==> src/rtl/gobang_move_sequencer_if.sv <==
// Signal bundle between the Gobang move sequencer and its environment
// (human input, board memory, chess-value evaluator, PS status registers).
interface gobang_move_sequencer_if;
    logic        start_game;
    logic        human_valid;
    logic [3:0]  human_i;
    logic [3:0]  human_j;
    logic        human_ready;
    logic [3:0]  cell_rd_i;
    logic [3:0]  cell_rd_j;
    logic        cell_occupied;
    logic        board_we;
    logic [3:0]  board_wr_i;
    logic [3:0]  board_wr_j;
    logic        board_wr_color;
    logic        eval_active;
    logic        eval_clr;
    logic        eval_done;
    logic [15:0] black_best_score;
    logic [15:0] white_best_score;
    logic [3:0]  black_best_i;
    logic [3:0]  black_best_j;
    logic [3:0]  white_best_i;
    logic [3:0]  white_best_j;
    logic        black_win;
    logic        white_win;
    logic        ai_move_valid;
    logic [3:0]  ai_i;
    logic [3:0]  ai_j;
    logic [7:0]  move_count;
    logic        game_over;
    logic [1:0]  winner;
    logic        err_illegal;
    logic        err_timeout;

    // sequencer side
    modport slave (
        input  start_game, human_valid, human_i, human_j, cell_occupied, eval_done,
               black_best_score, white_best_score, black_best_i, black_best_j,
               white_best_i, white_best_j, black_win, white_win,
        output human_ready, cell_rd_i, cell_rd_j, board_we, board_wr_i, board_wr_j,
               board_wr_color, eval_active, eval_clr, ai_move_valid, ai_i, ai_j,
               move_count, game_over, winner, err_illegal, err_timeout
    );

    // engine / environment side
    modport master (
        output start_game, human_valid, human_i, human_j, cell_occupied, eval_done,
               black_best_score, white_best_score, black_best_i, black_best_j,
               white_best_i, white_best_j, black_win, white_win,
        input  human_ready, cell_rd_i, cell_rd_j, board_we, board_wr_i, board_wr_j,
               board_wr_color, eval_active, eval_clr, ai_move_valid, ai_i, ai_j,
               move_count, game_over, winner, err_illegal, err_timeout
    );
endinterface

==> src/rtl/gobang_move_sequencer.sv <==
// Turn-level controller: validates and writes human moves, runs one evaluator pass
// per move, picks the AI reply (attack or block) and reports win/draw/timeout.
module gobang_move_sequencer #(
    parameter int BOARD_SIZE     = 15,
    parameter int TIMEOUT_CYCLES = 4095
) (
    input  logic                   clk,
    input  logic                   rst,
    gobang_move_sequencer_if.slave bus
);
    localparam logic [3:0]  EDGE_LIM = 4'(BOARD_SIZE);
    localparam logic [7:0]  CELLS    = 8'(BOARD_SIZE * BOARD_SIZE);
    localparam logic [11:0] TMO_LAST = 12'(TIMEOUT_CYCLES - 1);

    typedef enum logic [3:0] {
        IDLE, WAIT_HUMAN, CHECK_H, WRITE_H, EVAL_H, LATCH_H,
        DECIDE, WRITE_AI, EVAL_AI, LATCH_AI, OVER
    } state_t;

    state_t      state, state_nxt;

    logic [3:0]  hum_i, hum_j;
    logic [3:0]  blk_i, blk_j, wht_i, wht_j;
    logic        attack;
    logic        fallback;
    logic [11:0] tmo_cnt;
    logic [7:0]  move_cnt;
    logic [1:0]  winner_q;
    logic        err_tmo_q;
    logic        eval_clr_q;
    logic [3:0]  ai_i_q, ai_j_q;

    logic        in_eval, tmo_hit, hum_illegal, board_full, use_white;
    logic [3:0]  cand_i, cand_j;

    assign in_eval     = (state == EVAL_H) || (state == EVAL_AI);
    assign tmo_hit     = in_eval && !bus.eval_done && (tmo_cnt == TMO_LAST);
    assign hum_illegal = (hum_i >= EDGE_LIM) || (hum_j >= EDGE_LIM) || bus.cell_occupied;
    assign board_full  = (move_cnt == CELLS);
    // the second DECIDE cycle reads whichever candidate was not primary
    assign use_white   = attack ^ fallback;
    assign cand_i      = use_white ? wht_i : blk_i;
    assign cand_j      = use_white ? wht_j : blk_j;

    always_ff @(posedge clk or negedge rst) begin
        if (!rst) state <= IDLE;
        else      state <= state_nxt;
    end

    always_comb begin
        state_nxt = state;
        case (state)
            IDLE:       state_nxt = IDLE;
            WAIT_HUMAN: if (bus.human_valid) state_nxt = CHECK_H;
            CHECK_H:    state_nxt = hum_illegal ? WAIT_HUMAN : WRITE_H;
            WRITE_H:    state_nxt = EVAL_H;
            EVAL_H: begin
                if (bus.eval_done)  state_nxt = LATCH_H;
                else if (tmo_hit)   state_nxt = OVER;
            end
            LATCH_H:    state_nxt = (bus.black_win || board_full) ? OVER : DECIDE;
            DECIDE: begin
                if (!bus.cell_occupied) state_nxt = WRITE_AI;
                else if (fallback)      state_nxt = OVER;
            end
            WRITE_AI:   state_nxt = EVAL_AI;
            EVAL_AI: begin
                if (bus.eval_done)  state_nxt = LATCH_AI;
                else if (tmo_hit)   state_nxt = OVER;
            end
            LATCH_AI:   state_nxt = (bus.white_win || board_full) ? OVER : WAIT_HUMAN;
            OVER:       state_nxt = OVER;
            default:    state_nxt = IDLE;
        endcase
        // a new game aborts whatever is in progress
        if (bus.start_game) state_nxt = WAIT_HUMAN;
    end

    always_comb begin
        bus.human_ready    = 1'b0;
        bus.cell_rd_i      = 4'd0;
        bus.cell_rd_j      = 4'd0;
        bus.board_we       = 1'b0;
        bus.board_wr_i     = 4'd0;
        bus.board_wr_j     = 4'd0;
        bus.board_wr_color = 1'b0;
        bus.ai_move_valid  = 1'b0;
        bus.err_illegal    = 1'b0;
        bus.eval_active    = in_eval && (tmo_cnt == 12'd0);
        case (state)
            WAIT_HUMAN: bus.human_ready = 1'b1;
            CHECK_H: begin
                bus.cell_rd_i   = hum_i;
                bus.cell_rd_j   = hum_j;
                bus.err_illegal = hum_illegal;
            end
            WRITE_H: begin
                bus.board_we   = 1'b1;
                bus.board_wr_i = hum_i;
                bus.board_wr_j = hum_j;
            end
            DECIDE: begin
                bus.cell_rd_i = cand_i;
                bus.cell_rd_j = cand_j;
            end
            WRITE_AI: begin
                bus.board_we       = 1'b1;
                bus.board_wr_i     = ai_i_q;
                bus.board_wr_j     = ai_j_q;
                bus.board_wr_color = 1'b1;
                bus.ai_move_valid  = 1'b1;
            end
            default: ;
        endcase
    end

    assign bus.eval_clr    = eval_clr_q;
    assign bus.ai_i        = ai_i_q;
    assign bus.ai_j        = ai_j_q;
    assign bus.move_count  = move_cnt;
    assign bus.game_over   = (state == OVER);
    assign bus.winner      = winner_q;
    assign bus.err_timeout = err_tmo_q;

    always_ff @(posedge clk or negedge rst) begin
        if (!rst) begin
            move_cnt   <= 8'd0;
            winner_q   <= 2'b00;
            err_tmo_q  <= 1'b0;
            eval_clr_q <= 1'b0;
            ai_i_q     <= 4'd0;
            ai_j_q     <= 4'd0;
            fallback   <= 1'b0;
            tmo_cnt    <= 12'd0;
        end else begin
            eval_clr_q <= bus.start_game;
            tmo_cnt    <= in_eval ? tmo_cnt + 12'd1 : 12'd0;
            if (bus.start_game) begin
                move_cnt  <= 8'd0;
                winner_q  <= 2'b00;
                err_tmo_q <= 1'b0;
                ai_i_q    <= 4'd0;
                ai_j_q    <= 4'd0;
                fallback  <= 1'b0;
            end else begin
                case (state)
                    WRITE_H, WRITE_AI: if (!board_full) move_cnt <= move_cnt + 8'd1;
                    LATCH_H: begin
                        fallback <= 1'b0;
                        if (bus.black_win)   winner_q <= 2'b01;
                        else if (board_full) winner_q <= 2'b11;
                    end
                    DECIDE: begin
                        if (!bus.cell_occupied) begin
                            ai_i_q <= cand_i;
                            ai_j_q <= cand_j;
                        end else if (fallback) begin
                            winner_q <= 2'b00;
                        end else begin
                            fallback <= 1'b1;
                        end
                    end
                    LATCH_AI: begin
                        if (bus.white_win)   winner_q <= 2'b10;
                        else if (board_full) winner_q <= 2'b11;
                    end
                    default: ;
                endcase
                if (tmo_hit) begin
                    err_tmo_q <= 1'b1;
                    winner_q  <= 2'b00;
                end
            end
        end
    end

    // move coordinates and evaluator results need no reset: only read in the states that follow their capture
    always_ff @(posedge clk) begin
        if (state == WAIT_HUMAN && bus.human_valid) begin
            hum_i <= bus.human_i;
            hum_j <= bus.human_j;
        end
        if (state == LATCH_H) begin
            blk_i  <= bus.black_best_i;
            blk_j  <= bus.black_best_j;
            wht_i  <= bus.white_best_i;
            wht_j  <= bus.white_best_j;
            attack <= (bus.white_best_score >= bus.black_best_score);
        end
    end
endmodule

==> src/flat_wrapper.sv <==
// flat-port wrapper written by rule: the top's interface ports become plain ports
module gobang_move_sequencer_flat 
#(
    parameter int BOARD_SIZE     = 15,
    parameter int TIMEOUT_CYCLES = 4095
)
  (clk, rst, bus_start_game, bus_human_valid, bus_human_i, bus_human_j, bus_cell_occupied, bus_eval_done, bus_black_best_score, bus_white_best_score, bus_black_best_i, bus_black_best_j, bus_white_best_i, bus_white_best_j, bus_black_win, bus_white_win, bus_human_ready, bus_cell_rd_i, bus_cell_rd_j, bus_board_we, bus_board_wr_i, bus_board_wr_j, bus_board_wr_color, bus_eval_active, bus_eval_clr, bus_ai_move_valid, bus_ai_i, bus_ai_j, bus_move_count, bus_game_over, bus_winner, bus_err_illegal, bus_err_timeout);
  gobang_move_sequencer_if bus_i ();
  input  logic clk;
  input  logic rst;
  input wire logic [$bits(bus_i.start_game)-1:0] bus_start_game;
  input wire logic [$bits(bus_i.human_valid)-1:0] bus_human_valid;
  input wire logic [$bits(bus_i.human_i)-1:0] bus_human_i;
  input wire logic [$bits(bus_i.human_j)-1:0] bus_human_j;
  input wire logic [$bits(bus_i.cell_occupied)-1:0] bus_cell_occupied;
  input wire logic [$bits(bus_i.eval_done)-1:0] bus_eval_done;
  input wire logic [$bits(bus_i.black_best_score)-1:0] bus_black_best_score;
  input wire logic [$bits(bus_i.white_best_score)-1:0] bus_white_best_score;
  input wire logic [$bits(bus_i.black_best_i)-1:0] bus_black_best_i;
  input wire logic [$bits(bus_i.black_best_j)-1:0] bus_black_best_j;
  input wire logic [$bits(bus_i.white_best_i)-1:0] bus_white_best_i;
  input wire logic [$bits(bus_i.white_best_j)-1:0] bus_white_best_j;
  input wire logic [$bits(bus_i.black_win)-1:0] bus_black_win;
  input wire logic [$bits(bus_i.white_win)-1:0] bus_white_win;
  output wire logic [$bits(bus_i.human_ready)-1:0] bus_human_ready;
  output wire logic [$bits(bus_i.cell_rd_i)-1:0] bus_cell_rd_i;
  output wire logic [$bits(bus_i.cell_rd_j)-1:0] bus_cell_rd_j;
  output wire logic [$bits(bus_i.board_we)-1:0] bus_board_we;
  output wire logic [$bits(bus_i.board_wr_i)-1:0] bus_board_wr_i;
  output wire logic [$bits(bus_i.board_wr_j)-1:0] bus_board_wr_j;
  output wire logic [$bits(bus_i.board_wr_color)-1:0] bus_board_wr_color;
  output wire logic [$bits(bus_i.eval_active)-1:0] bus_eval_active;
  output wire logic [$bits(bus_i.eval_clr)-1:0] bus_eval_clr;
  output wire logic [$bits(bus_i.ai_move_valid)-1:0] bus_ai_move_valid;
  output wire logic [$bits(bus_i.ai_i)-1:0] bus_ai_i;
  output wire logic [$bits(bus_i.ai_j)-1:0] bus_ai_j;
  output wire logic [$bits(bus_i.move_count)-1:0] bus_move_count;
  output wire logic [$bits(bus_i.game_over)-1:0] bus_game_over;
  output wire logic [$bits(bus_i.winner)-1:0] bus_winner;
  output wire logic [$bits(bus_i.err_illegal)-1:0] bus_err_illegal;
  output wire logic [$bits(bus_i.err_timeout)-1:0] bus_err_timeout;
  assign bus_i.start_game = bus_start_game;
  assign bus_i.human_valid = bus_human_valid;
  assign bus_i.human_i = bus_human_i;
  assign bus_i.human_j = bus_human_j;
  assign bus_i.cell_occupied = bus_cell_occupied;
  assign bus_i.eval_done = bus_eval_done;
  assign bus_i.black_best_score = bus_black_best_score;
  assign bus_i.white_best_score = bus_white_best_score;
  assign bus_i.black_best_i = bus_black_best_i;
  assign bus_i.black_best_j = bus_black_best_j;
  assign bus_i.white_best_i = bus_white_best_i;
  assign bus_i.white_best_j = bus_white_best_j;
  assign bus_i.black_win = bus_black_win;
  assign bus_i.white_win = bus_white_win;
  assign bus_human_ready = bus_i.human_ready;
  assign bus_cell_rd_i = bus_i.cell_rd_i;
  assign bus_cell_rd_j = bus_i.cell_rd_j;
  assign bus_board_we = bus_i.board_we;
  assign bus_board_wr_i = bus_i.board_wr_i;
  assign bus_board_wr_j = bus_i.board_wr_j;
  assign bus_board_wr_color = bus_i.board_wr_color;
  assign bus_eval_active = bus_i.eval_active;
  assign bus_eval_clr = bus_i.eval_clr;
  assign bus_ai_move_valid = bus_i.ai_move_valid;
  assign bus_ai_i = bus_i.ai_i;
  assign bus_ai_j = bus_i.ai_j;
  assign bus_move_count = bus_i.move_count;
  assign bus_game_over = bus_i.game_over;
  assign bus_winner = bus_i.winner;
  assign bus_err_illegal = bus_i.err_illegal;
  assign bus_err_timeout = bus_i.err_timeout;
  gobang_move_sequencer #(.BOARD_SIZE(BOARD_SIZE), .TIMEOUT_CYCLES(TIMEOUT_CYCLES)) u_core (.clk(clk), .rst(rst), .bus(bus_i));
endmodule
==> config.mk <==
export PLATFORM = sky130hd
export DESIGN_NAME = gobang_move_sequencer_flat
export DESIGN_NICKNAME = d
export VERILOG_FILES = /design/src/rtl/gobang_move_sequencer_if.sv /design/src/rtl/gobang_move_sequencer.sv /design/src/flat_wrapper.sv
export SDC_FILE = /design/constraint.sdc
export NUM_CORES = 1
export LEC_CHECK = 0
export CORE_UTILIZATION = 25
export DETAILED_ROUTE_END_ITERATION = 7
export SLEW_MARGIN = 20
export SYNTH_ARGS = -nofsm -noshare
export SYNTH_HDL_FRONTEND = slang
export SYNTH_SLANG_ARGS = --single-unit
export TNS_END_PERCENT = 20
==> constraint.sdc <==
create_clock -name clk -period 2.8 [get_ports clk]
set_input_delay 0.56 -clock clk [delete_from_list [all_inputs] [get_ports clk]]
set_output_delay 0.56 -clock clk [all_outputs]
set_load 0.005 [all_outputs]
==> impl_metrics.csv, run 1 <==
group,metric,value,unit
die,dieWidth,120,um
hold_path,hp-class,"in -> async",
finish,area_delta_synth_final,47.9,%
critical_path,worst_ep_arrival_time,2.13,ns
placement,gp_congestion,0.860,
detailed_routing,route.vias.total,2987,
yosys,synth_enable_flop_cells,25,
job,maxCapViolCount,0,
detailed_routing,drt-total-wl,9390,um
die,dieArea,14300,um^2
sta,fin_skew,0.00434,ns
critical_path,setup.worst_path.end_class,"output pin",
sta,fin_ws,0.115,ns
detailed_routing,vias_per_cell,4.62,
yosys,syn_inst,346,
critical_path,path_class,"in -> out",
yosys,avgSynthCellArea,10.0,um^2
sta,fin_setup_tns,0,ns
critical_path,crit_fanout,2,
finish,design_area,5130,um^2
sta,rsz0062_at_grt,"no",
clocking,tritoncts,"yes",
critical_path,timing.reg2reg.setup_slack,0.66,ns
yosys,synth_top_cell_area_share,26.7,%
sta,hold_viol,0,
sta,finalSetupViolations,0,
clocking,cts_sinks,62,
placement,hpwl,7250,um
placement,dp_slack,0.114,ns
yosys,synth.distinct_cells,53,
detailed_routing,drtIter0Drc,132,
grt,antenna_found_initial,0,
sta,min_period,2.69,ns
critical_path,crit_required,2.24,ns
critical_path,reg2reg_depth,7,
yosys,yosys.area.top_type,"dfrtp_1",
die,boundaryPins,107,
grt,track_usage,13.7,%
critical_path,r2r-end,"u_core.bus.winner[0]",
placement,place_area,4780,um^2
yosys,ys.warnings.count,0,
pwr,ir_worst_vdd,0.000265,V
sta,fmax,372,MHz
pwr,p_leak,2.04,nW
yosys,ys_ff_latch,62,
die,core,13400,um^2
critical_path,r2r-start,"u_core.state[3]",
sta,fin_hold_ws,0.356,ns
clocking,insertion_delay,0.33,ns
grt,grt_pass1_vias,3118,
grt,grt.overflow.total,0,
pwr,cellPowerDensity,482,nW/um^2
yosys,yosys_most_used_dff,"dfrtp_1",
finish,final_nets,550,
pwr,finalPower,2.47,mW
yosys,synthArstFlopShare,59.7,%
clocking,root_buffer,"clkbuf_16",
die,rows,42,
detailed_routing,wire_per_inst,14.5,um
detailed_routing,ant_nets,0,
yosys,seq_area_frac_synth,48.3,%
clocking,cts_made_buffers,9,
die,initial_utilization,25.9,%
critical_path,start_kind,"input pin",
clocking,hold_buffers,0,
clocking,path_clk_slew,0.06,ns
yosys,synth_area,3470,um^2
finish,antenna_cells,0,
finish,drive_gt1_share,8.09,%
sta,slew_headroom,41.1,%
clocking,htreeDepth,3,
yosys,synthTopCellsByArea,"dfrtp_1 (27%), edfxtp_1 (22%), ha_1 (7.6%)",
detailed_routing,first_pass_iters,4,
placement,port_buffers,106,
grt,grt_pass1_wl,15100,um
sta,slew_violations,0,
run_status,run_status,"completed",
yosys,syn_nets,431,
sta,min_period_over_period,95.9,%
die,dieHeight,120,um
clocking,cts_buffer_depth,2,
sta,worstMarginPinSlew,0.884,ns
grt,grt_max_degree,38,
detailed_routing,drc,0,
final cells by class:
type	instances	area [um^2]
Sequential cell	62	1680
Inverter	24	90.1
Tap cell	176	220
Multi-Input combinational cell	248	1660
Timing Repair Buffer	120	1160
Clock inverter	6	93.8
Fill cell	1346	8270
Clock buffer	10	229
placed cells by master, fill, tap and decap left out, drive strengths merged, types with 15 or more instances in the layout:
cell type,count
buf,15
clkdlybuf4s50,105
dfrtp,37
edfxtp,25
ha,21
inv,26
mux2i,17
nand2,31
nor2,42
o21ai,23
routing by layer:
metal / routed length (um) / GRT usage (%) / vias up / part of all wire, %
met3: 683 / 4.28 / 18 / 7.3
met4: 200 / 5.00 / 0 / 2.1
li1: - / - / 1470 / -
met5: 0 / 0 / - / 0
met2: 4560 / 23.6 / 98 / 49
met1: 3940 / 15.8 / 1401 / 42
how the worst max path moves through the flow:
stage                            end  slack [ns]                     from  depth (start not counted)
finish               bus_err_illegal        0.11        bus_cell_occupied                          5
CTS                 bus_cell_rd_i[2]        0.05            u_core.attack                          4
global placement     bus_err_illegal        0.18        bus_cell_occupied                          5
floorplan              u_core.attack        0.94  bus_black_best_score[9]                          7
detailed placement   bus_err_illegal        0.11        bus_cell_occupied                          5
global route        bus_cell_rd_i[0]        0.02          u_core.state[0]                          6
synthesized netlist by cell type (2+ instances only):
cell / instances
o211ai_1: 6
a211oi_1: 3
nor2b_1: 5
nand4_1: 8
mux2i_1: 17
nand2_1: 31
o21a_1: 3
a21oi_1: 14
o21ai_0: 13
o31ai_1: 2
or3_1: 4
nor3_1: 5
nand3_1: 9
xnor2_1: 5
nor4_1: 4
nand2b_1: 7
inv_1: 23
buf_2: 6
ha_1: 21
nor2_1: 42
edfxtp_1: 25
clkbuf_1: 5
and3_1: 3
dfrtp_1: 37
o21ai_1: 10
xor2_1: 11
worst max-delay path: stages:
cell	delay (ns)
clkdlybuf4s50_1	0.50
a41o_1	0.25
a41oi_1	0.26
nor2b_1	0.10
clkdlybuf4s50_1	0.45
cell families (layout without fill, tap and decap cells):
group	Yosys count	after routing	synth area share [%]
compound gates	63	63	11.6
xor+xnor	17	17	4.51
fa+ha+maj	21	21	7.58
buf+inv	36	160	4.22
flops	62	62	48.3
mux	17	17	4.91
simple gates	130	130	18.9
what timing repair did:
item	4_1_cts	5_1_grt
gates resized for setup	1	2
setup buffers	0	2
endpoints found under the setup margin	8	8
pin swaps	0	1
cloned	0	0
registers in the layout (all words and copies together) (netlist names):
signal,count
u_core.bus.err_timeout,1
u_core.tmo_cnt,12
u_core.blk_j,4
u_core.state,4
u_core.bus.ai_j,4
u_core.fallback,1
u_core.bus.winner,2
u_core.wht_j,4
u_core.bus.ai_i,4
u_core.bus.eval_clr,1
u_core.blk_i,4
u_core.bus.move_count,8
u_core.wht_i,4
u_core.hum_j,4
u_core.attack,1
u_core.hum_i,4
where the power goes:
part / internal [mW] / switching (mW) / total (mW)
registers: 0.967 / 0.0179 / 0.985
logic: 0.157 / 0.117 / 0.274
clock network: 0.787 / 0.429 / 1.22
through the flow:
stage,cells,utilization (%)
2_1_floorplan,346,-
3_3_place_gp,628,35.7
3_5_place_dp,628,35.7
4_1_cts,644,38.2
5_1_grt,646,38.3
6_report,646,38.3
(Power assumes the default switching activity.)
==> inputs of run 2 (changes only) <==
--- a/config.mk
+++ b/config.mk
@@ -7,6 +7,8 @@
 export LEC_CHECK = 0
 export CORE_UTILIZATION = 25
 export DETAILED_ROUTE_END_ITERATION = 7
+export GPL_ROUTABILITY_DRIVEN = 0
+export SETUP_SLACK_MARGIN = 0.1
 export SLEW_MARGIN = 20
 export SYNTH_ARGS = -nofsm -noshare
 export SYNTH_HDL_FRONTEND = slang
==> run 2 against run 1 <==
  * Setup slack worse by 0.019 ns
  * Clock power barely moved
  * Combinational power grew 2%
  * Critical endpoint unchanged
  * Sequential share of layout area fell by 0.21 points
  * Flip-flop and latch count is the same
  * Wire length grew 0.23%
  * Global-route usage fell by 0.073 points
  * Clock-buffer cell count is the same
  * Via count increased by 0.40%
==> impl_metrics.csv, run 2 (synthesis results as in run 1) <==
group,metric,value,unit
sta,slew_headroom,40.6,%
clocking,insertion_delay,0.33,ns
sta,fin_skew,0.00417,ns
pwr,ir_worst_vdd,0.000265,V
sta,fin_hold_ws,0.360,ns
placement,hpwl,7250,um
pwr,clkPwrFrac,49.0,%
pwr,power_frac_seq,39.7,%
critical_path,cp_num_buf_inv,2,
finish,final_common_cell,"clkdlybuf4s50_1",
critical_path,path_class,"in -> out",
die,core,13400,um^2
clocking,hold_buffers,0,
die,boundaryPins,107,
finish,top_register,"u_core.tmo_cnt",
die,initial_utilization,25.9,%
critical_path,setup.worst_path.end_class,"output pin",
critical_path,slowest_stage,"clkdlybuf4s50_1",
detailed_routing,drtIter0Drc,142,
run_status,run_status,"completed",
pwr,comb_power_share,11.3,%
critical_path,crit_required,2.24,ns
sta,finalSetupViolations,0,
grt,grt_max_degree,38,
critical_path,cp_cell_sequence,"clkdlybuf4s50_1, a41o_1, a41oi_1, nor2b_1, clkdlybuf4s50_1",
critical_path,timing.reg2reg.setup_slack,0.65,ns
critical_path,crit_family,"buffers and inverters",
critical_path,cp_common_cell,"clkdlybuf4s50_1",
clocking,path_clk_slew,0.05,ns
sta,fmax,370,MHz
job,maxCapViolCount,0,
placement,port_buffers,106,
die,dieArea,14300,um^2
die,rows,42,
die,dieWidth,120,um
clocking,htreeDepth,3,
sta,rsz0062_at_grt,"yes",
detailed_routing,drc,0,
grt,grt_pass1_vias,3111,
clocking,cts_sinks,62,
finish,n_fill_cell,1340,
clocking,cts_buffer_depth,2,
detailed_routing,wire_per_inst,14.5,um
finish,antenna_cells,0,
detailed_routing,first_pass_iters,4,
pwr,swShare,22.8,%
critical_path,crit_fanout,2,
clocking,root_buffer,"clkbuf_16",
finish,drive_gt1_share,8.70,%
detailed_routing,drt-total-wl,9410,um
grt,grt.overflow.total,0,
finish,final_nets,551,
detailed_routing,vias_per_cell,4.64,
detailed_routing,ant_nets,0,
grt,antenna_found_initial,0,
clocking,tritoncts,"yes",
finish,layout_common_cells,"clkdlybuf4s50_1 (103), nor2_1 (42), dfrtp_1 (35), nand2_1 (31), edfxtp_1 (25)",
grt,grt_pass1_wl,15100,um
sta,min_period,2.70,ns
grt,track_usage,13.6,%
pwr,intPower,1.91,mW
critical_path,start_kind,"input pin",
critical_path,worst_ep_arrival_time,2.14,ns
sta,min_period_over_period,96.6,%
die,dieHeight,120,um
sta,hold_viol,0,
finish,fin_util,38.5,%
critical_path,cp_slowest_stage_delay,0.51,ns
finish,largest_register_ffs,12,
pwr,p_leak,2.09,nW
sta,slew_violations,0,
pwr,cellPowerDensity,480,nW/um^2
pwr,switching_power,565,uW
sta,worstMarginPinSlew,0.890,ns
clocking,cts_made_buffers,9,
detailed_routing,route.vias.total,2999,
finish,area_delta_synth_final,48.9,%
hold_path,hp-class,"in -> async",
sta,fin_setup_tns,0,ns
==> run 2: through the flow <==
step,worst slack (ns),instances,area (um^2),power [mW]
finish,0.0958,647,5160,2.48
global route,0.0675,647,5160,2.56
CTS,0.0985,645,5130,2.50
detailed placement,0.114,628,4780,1.28
global placement,0.175,628,4780,1.27
floorplan,0.936,346,3470,1.10
==> run 2: worst paths after layout <==
check,from,end,cells past startpoint
setup / recovery,bus_cell_occupied,bus_err_illegal,5
hold / removal,rst,u_core.bus.move_count[7],1
setup reg to reg,u_core.state[3],u_core.bus.winner[0],7
hold reg to reg,u_core.tmo_cnt[0],u_core.tmo_cnt[0],1
max in group asynchronous,rst,u_core.state[2],1
min in group clk,u_core.tmo_cnt[0],u_core.tmo_cnt[0],1
==> run 2: layer usage <==
| layer | vias up | global-route usage [%] | wire [um] |
|---|---|---|---|
| met3 | 12 | 3.99 | 571 |
| li1 | 1476 | - | - |
| met1 | 1422 | 15.8 | 4070 |
| met2 | 89 | 23.6 | 4630 |
| met4 | 0 | 4.77 | 129 |
| met5 | - | 0 | 0 |
==> run 2: layout make-up <==
| cell class | count | area, um^2 | area share (%) |
|---|---|---|---|
| Clock inverter | 6 | 93.8 | 1.82 |
| Clock buffer | 10 | 229 | 4.43 |
| Sequential cell | 62 | 1680 | 32.5 |
| Multi-Input combinational cell | 248 | 1660 | 32.2 |
| Inverter | 24 | 90.1 | 1.74 |
| Tap cell | 176 | 220 | 4.26 |
| Timing Repair Buffer | 121 | 1190 | 23.0 |
==> run 2: repair_timing <==
item,CTS,global route
setup buffers,1,2
endpoints found under the setup margin,10,10
resized for setup,2,6
pin swaps,1,0
==> run 2: worst reg2reg max path: stages (launching register included) <==
cell	delay, ns
dfrtp_1	0.50
buf_4	0.23
and2b_1	0.19
o21ai_1	0.14
buf_4	0.23
nor4_4	0.52
nor2_1	0.10
o21a_1	0.12
==> run 2: power by group through the flow <==
stage / Sequential (mW) / Clock, mW / Combinational (mW)
3_3_place_gp: 1.00 / 0 / 0.271
2_1_floorplan: 0.994 / 0 / 0.110
6_report: 0.985 / 1.22 / 0.279
3_5_place_dp: 1.00 / 0 / 0.277
4_1_cts: 0.984 / 1.24 / 0.279
5_1_grt: 0.986 / 1.27 / 0.307
==> inputs of run 3 (changes only) <==
--- a/config.mk
+++ b/config.mk
@@ -5,7 +5,7 @@
 export SDC_FILE = /design/constraint.sdc
 export NUM_CORES = 1
 export LEC_CHECK = 0
-export CORE_UTILIZATION = 25
+export CORE_UTILIZATION = 33
 export DETAILED_ROUTE_END_ITERATION = 7
 export GPL_ROUTABILITY_DRIVEN = 0
 export SETUP_SLACK_MARGIN = 0.1
==> run 3 against run 2 <==
  * Clock-buffer cell count down 1
  * Via count down 0.33%
  * Flip-flop and latch count unchanged
  * Combinational power down 2%
  * Final area down 3.9%
  * Global-route usage up 3.6 points
  * Clock power down 29%
  * Total power down 14%
  * Critical path type is now reg -> out
  * Largest power group is now sequential cells
  * Highest routed layer unchanged
==> impl_metrics.csv, run 3 (synthesis results as in run 1) <==
group,metric,value,unit
run_status,run_status,"completed",
die,initial_utilization,33.7,%
sta,slew_headroom,44.3,%
grt,grt_max_degree,38,
finish,area_delta_synth_final,43.0,%
critical_path,crit_required,2.24,ns
sta,min_period_over_period,93.1,%
critical_path,timing.reg2reg.setup_slack,0.81,ns
clocking,hold_buffers,0,
grt,grt_pass1_wl,14800,um
sta,fmax,383,MHz
hold_path,hp-class,"in -> async",
detailed_routing,drtIter0Drc,136,
placement,post-place-cells,586,
detailed_routing,wire_per_inst,14.7,um
sta,slew_violations,0,
finish,largest_register_ffs,12,
placement,port_buffers,106,
critical_path,cp_slowest_stage_delay,0.54,ns
detailed_routing,ant_nets,0,
finish,n_fill_cell,993,
pwr,p_leak,1.98,nW
critical_path,path_class,"reg -> out",
sta,rsz0062_at_grt,"yes",
grt,antenna_found_initial,0,
finish,seqCellArea,1680,um^2
finish,antenna_cells,0,
pwr,cellPowerDensity,428,nW/um^2
pwr,intPower,1.63,mW
critical_path,worst_ep_arrival_time,2.05,ns
clocking,path_clk_slew,0.08,ns
sta,finalSetupViolations,0,
detailed_routing,first_pass_iters,4,
die,boundaryPins,107,
critical_path,setup.worst_path.end_class,"output pin",
placement,dp_slack,0.267,ns
sta,hold_viol,0,
die,dieHeight,105,um
pwr,power_frac_seq,46.3,%
critical_path,reg2reg_depth,4,
clocking,tritoncts,"yes",
detailed_routing,drc,0,
finish,drive_gt1_share,7.94,%
grt,grt.overflow.total,0,
pwr,switching_power,498,uW
critical_path,cp_cell_sequence,"xor2_2, buf_4, mux2i_1, o21ai_0, clkdlybuf4s50_1",
pwr,swShare,23.4,%
detailed_routing,drt-total-wl,8830,um
clocking,cts_setup_buffers,0,
detailed_routing,vias_per_cell,4.97,
finish,fin_util,48.3,%
die,rows,37,
clocking,cts_buffer_depth,2,
job,maxCapViolCount,0,
critical_path,r2r-start,"u_core.state[0]",
clocking,root_buffer,"clkbuf_8",
die,dieArea,10900,um^2
critical_path,r2r-end,"u_core.blk_j[1]",
critical_path,worstSetupStartpoint,"u_core.fallback",
placement,hpwl,6790,um
finish,layout_common_cells,"clkdlybuf4s50_1 (105), nor2_1 (42), dfrtp_1 (35), nand2_1 (31), edfxtp_1 (25)",
detailed_routing,route.vias.total,2989,
sta,fin_ws,0.192,ns
critical_path,crit_family,"buffers and inverters",
die,dieWidth,105,um
sta,min_period,2.61,ns
finish,final_common_cell,"clkdlybuf4s50_1",
critical_path,slowest_stage,"clkdlybuf4s50_1",
finish,multi_input_area,1670,um^2
clocking,htreeDepth,3,
sta,fin_setup_tns,0,ns
clocking,cts_made_buffers,9,
critical_path,crit_fanout,8,
sta,fin_skew,0.0121,ns
die,core,10300,um^2
grt,grt_pass1_vias,3003,
pwr,comb_power_share,12.8,%
critical_path,cp_num_buf_inv,2,
finish,final_nets,546,
critical_path,start_kind,"register",
clocking,cts_sinks,62,
pwr,ir_worst_vdd,0.000294,V
finish,final_cells,602,
pwr,clkPwrFrac,40.9,%
grt,track_usage,17.1,%
sta,worstMarginPinSlew,0.835,ns
finish,top_register,"u_core.tmo_cnt",
clocking,insertion_delay,0.33,ns
==> run 3: per-layer routing <==
| metal | vias up | share of wire (%) | wire length, um | track usage (%) |
|---|---|---|---|---|
| li1 | 1459 | - | - | - |
| met1 | 1411 | 44 | 3870 | 21.2 |
| met2 | 115 | 48 | 4270 | 28.9 |
| met3 | 4 | 7.1 | 626 | 4.26 |
| met4 | 0 | 0.68 | 60 | 6.12 |
| met5 | - | 0 | 0 | 0 |
==> run 3: area by class of cell <==
cell class | count | share of cell area (%)
clock buffer | 9 | 2.50
clock inverter | 7 | 1.94
inverter | 24 | 1.82
multi-input combinational | 248 | 33.6
sequential | 62 | 33.8
tap | 136 | 3.43
timing repair buffer | 116 | 22.9
==> run 3: worst register-to-register path, cell delays in order (launching register included) <==
cell     delay [ns]
dfrtp_2        0.43
buf_4          0.19
nor2b_1        0.28
nand2_1        0.14
inv_1          0.56
==> run 3: power by group through the flow <==
stage	clock (mW)	sequential [mW]	combinational, mW
finish	0.869	0.983	0.273
global route	0.952	0.984	0.302
CTS	0.895	0.981	0.274
detailed placement	0	1.00	0.272
global placement	0	1.00	0.269
floorplan	0	0.994	0.110
==> run 3: worst max-delay path by stage <==
stage	to	slack, ns	cells past startpoint
floorplan	u_core.attack	0.94	7
global placement	bus_err_illegal	0.29	5
detailed placement	bus_err_illegal	0.27	5
CTS	bus_board_wr_j[0]	0.04	4
global route	bus_eval_active	0.08	6
finish	bus_cell_rd_j[3]	0.19	5
==> run 3: what timing repair did <==
item,in CTS,in global routing
gates resized for setup,1,7
setup endpoints to repair,4,19
pin swaps,0,0
==> run 3: through the flow <==
step,power (mW),hold slack (ns),area (um^2)
2_1_floorplan,1.10,0.264,3470
5_1_grt,2.24,0.377,4960
3_5_place_dp,1.27,0.463,4710
4_1_cts,2.15,0.349,4940
6_report,2.12,0.314,4960
3_3_place_gp,1.27,0.449,4710
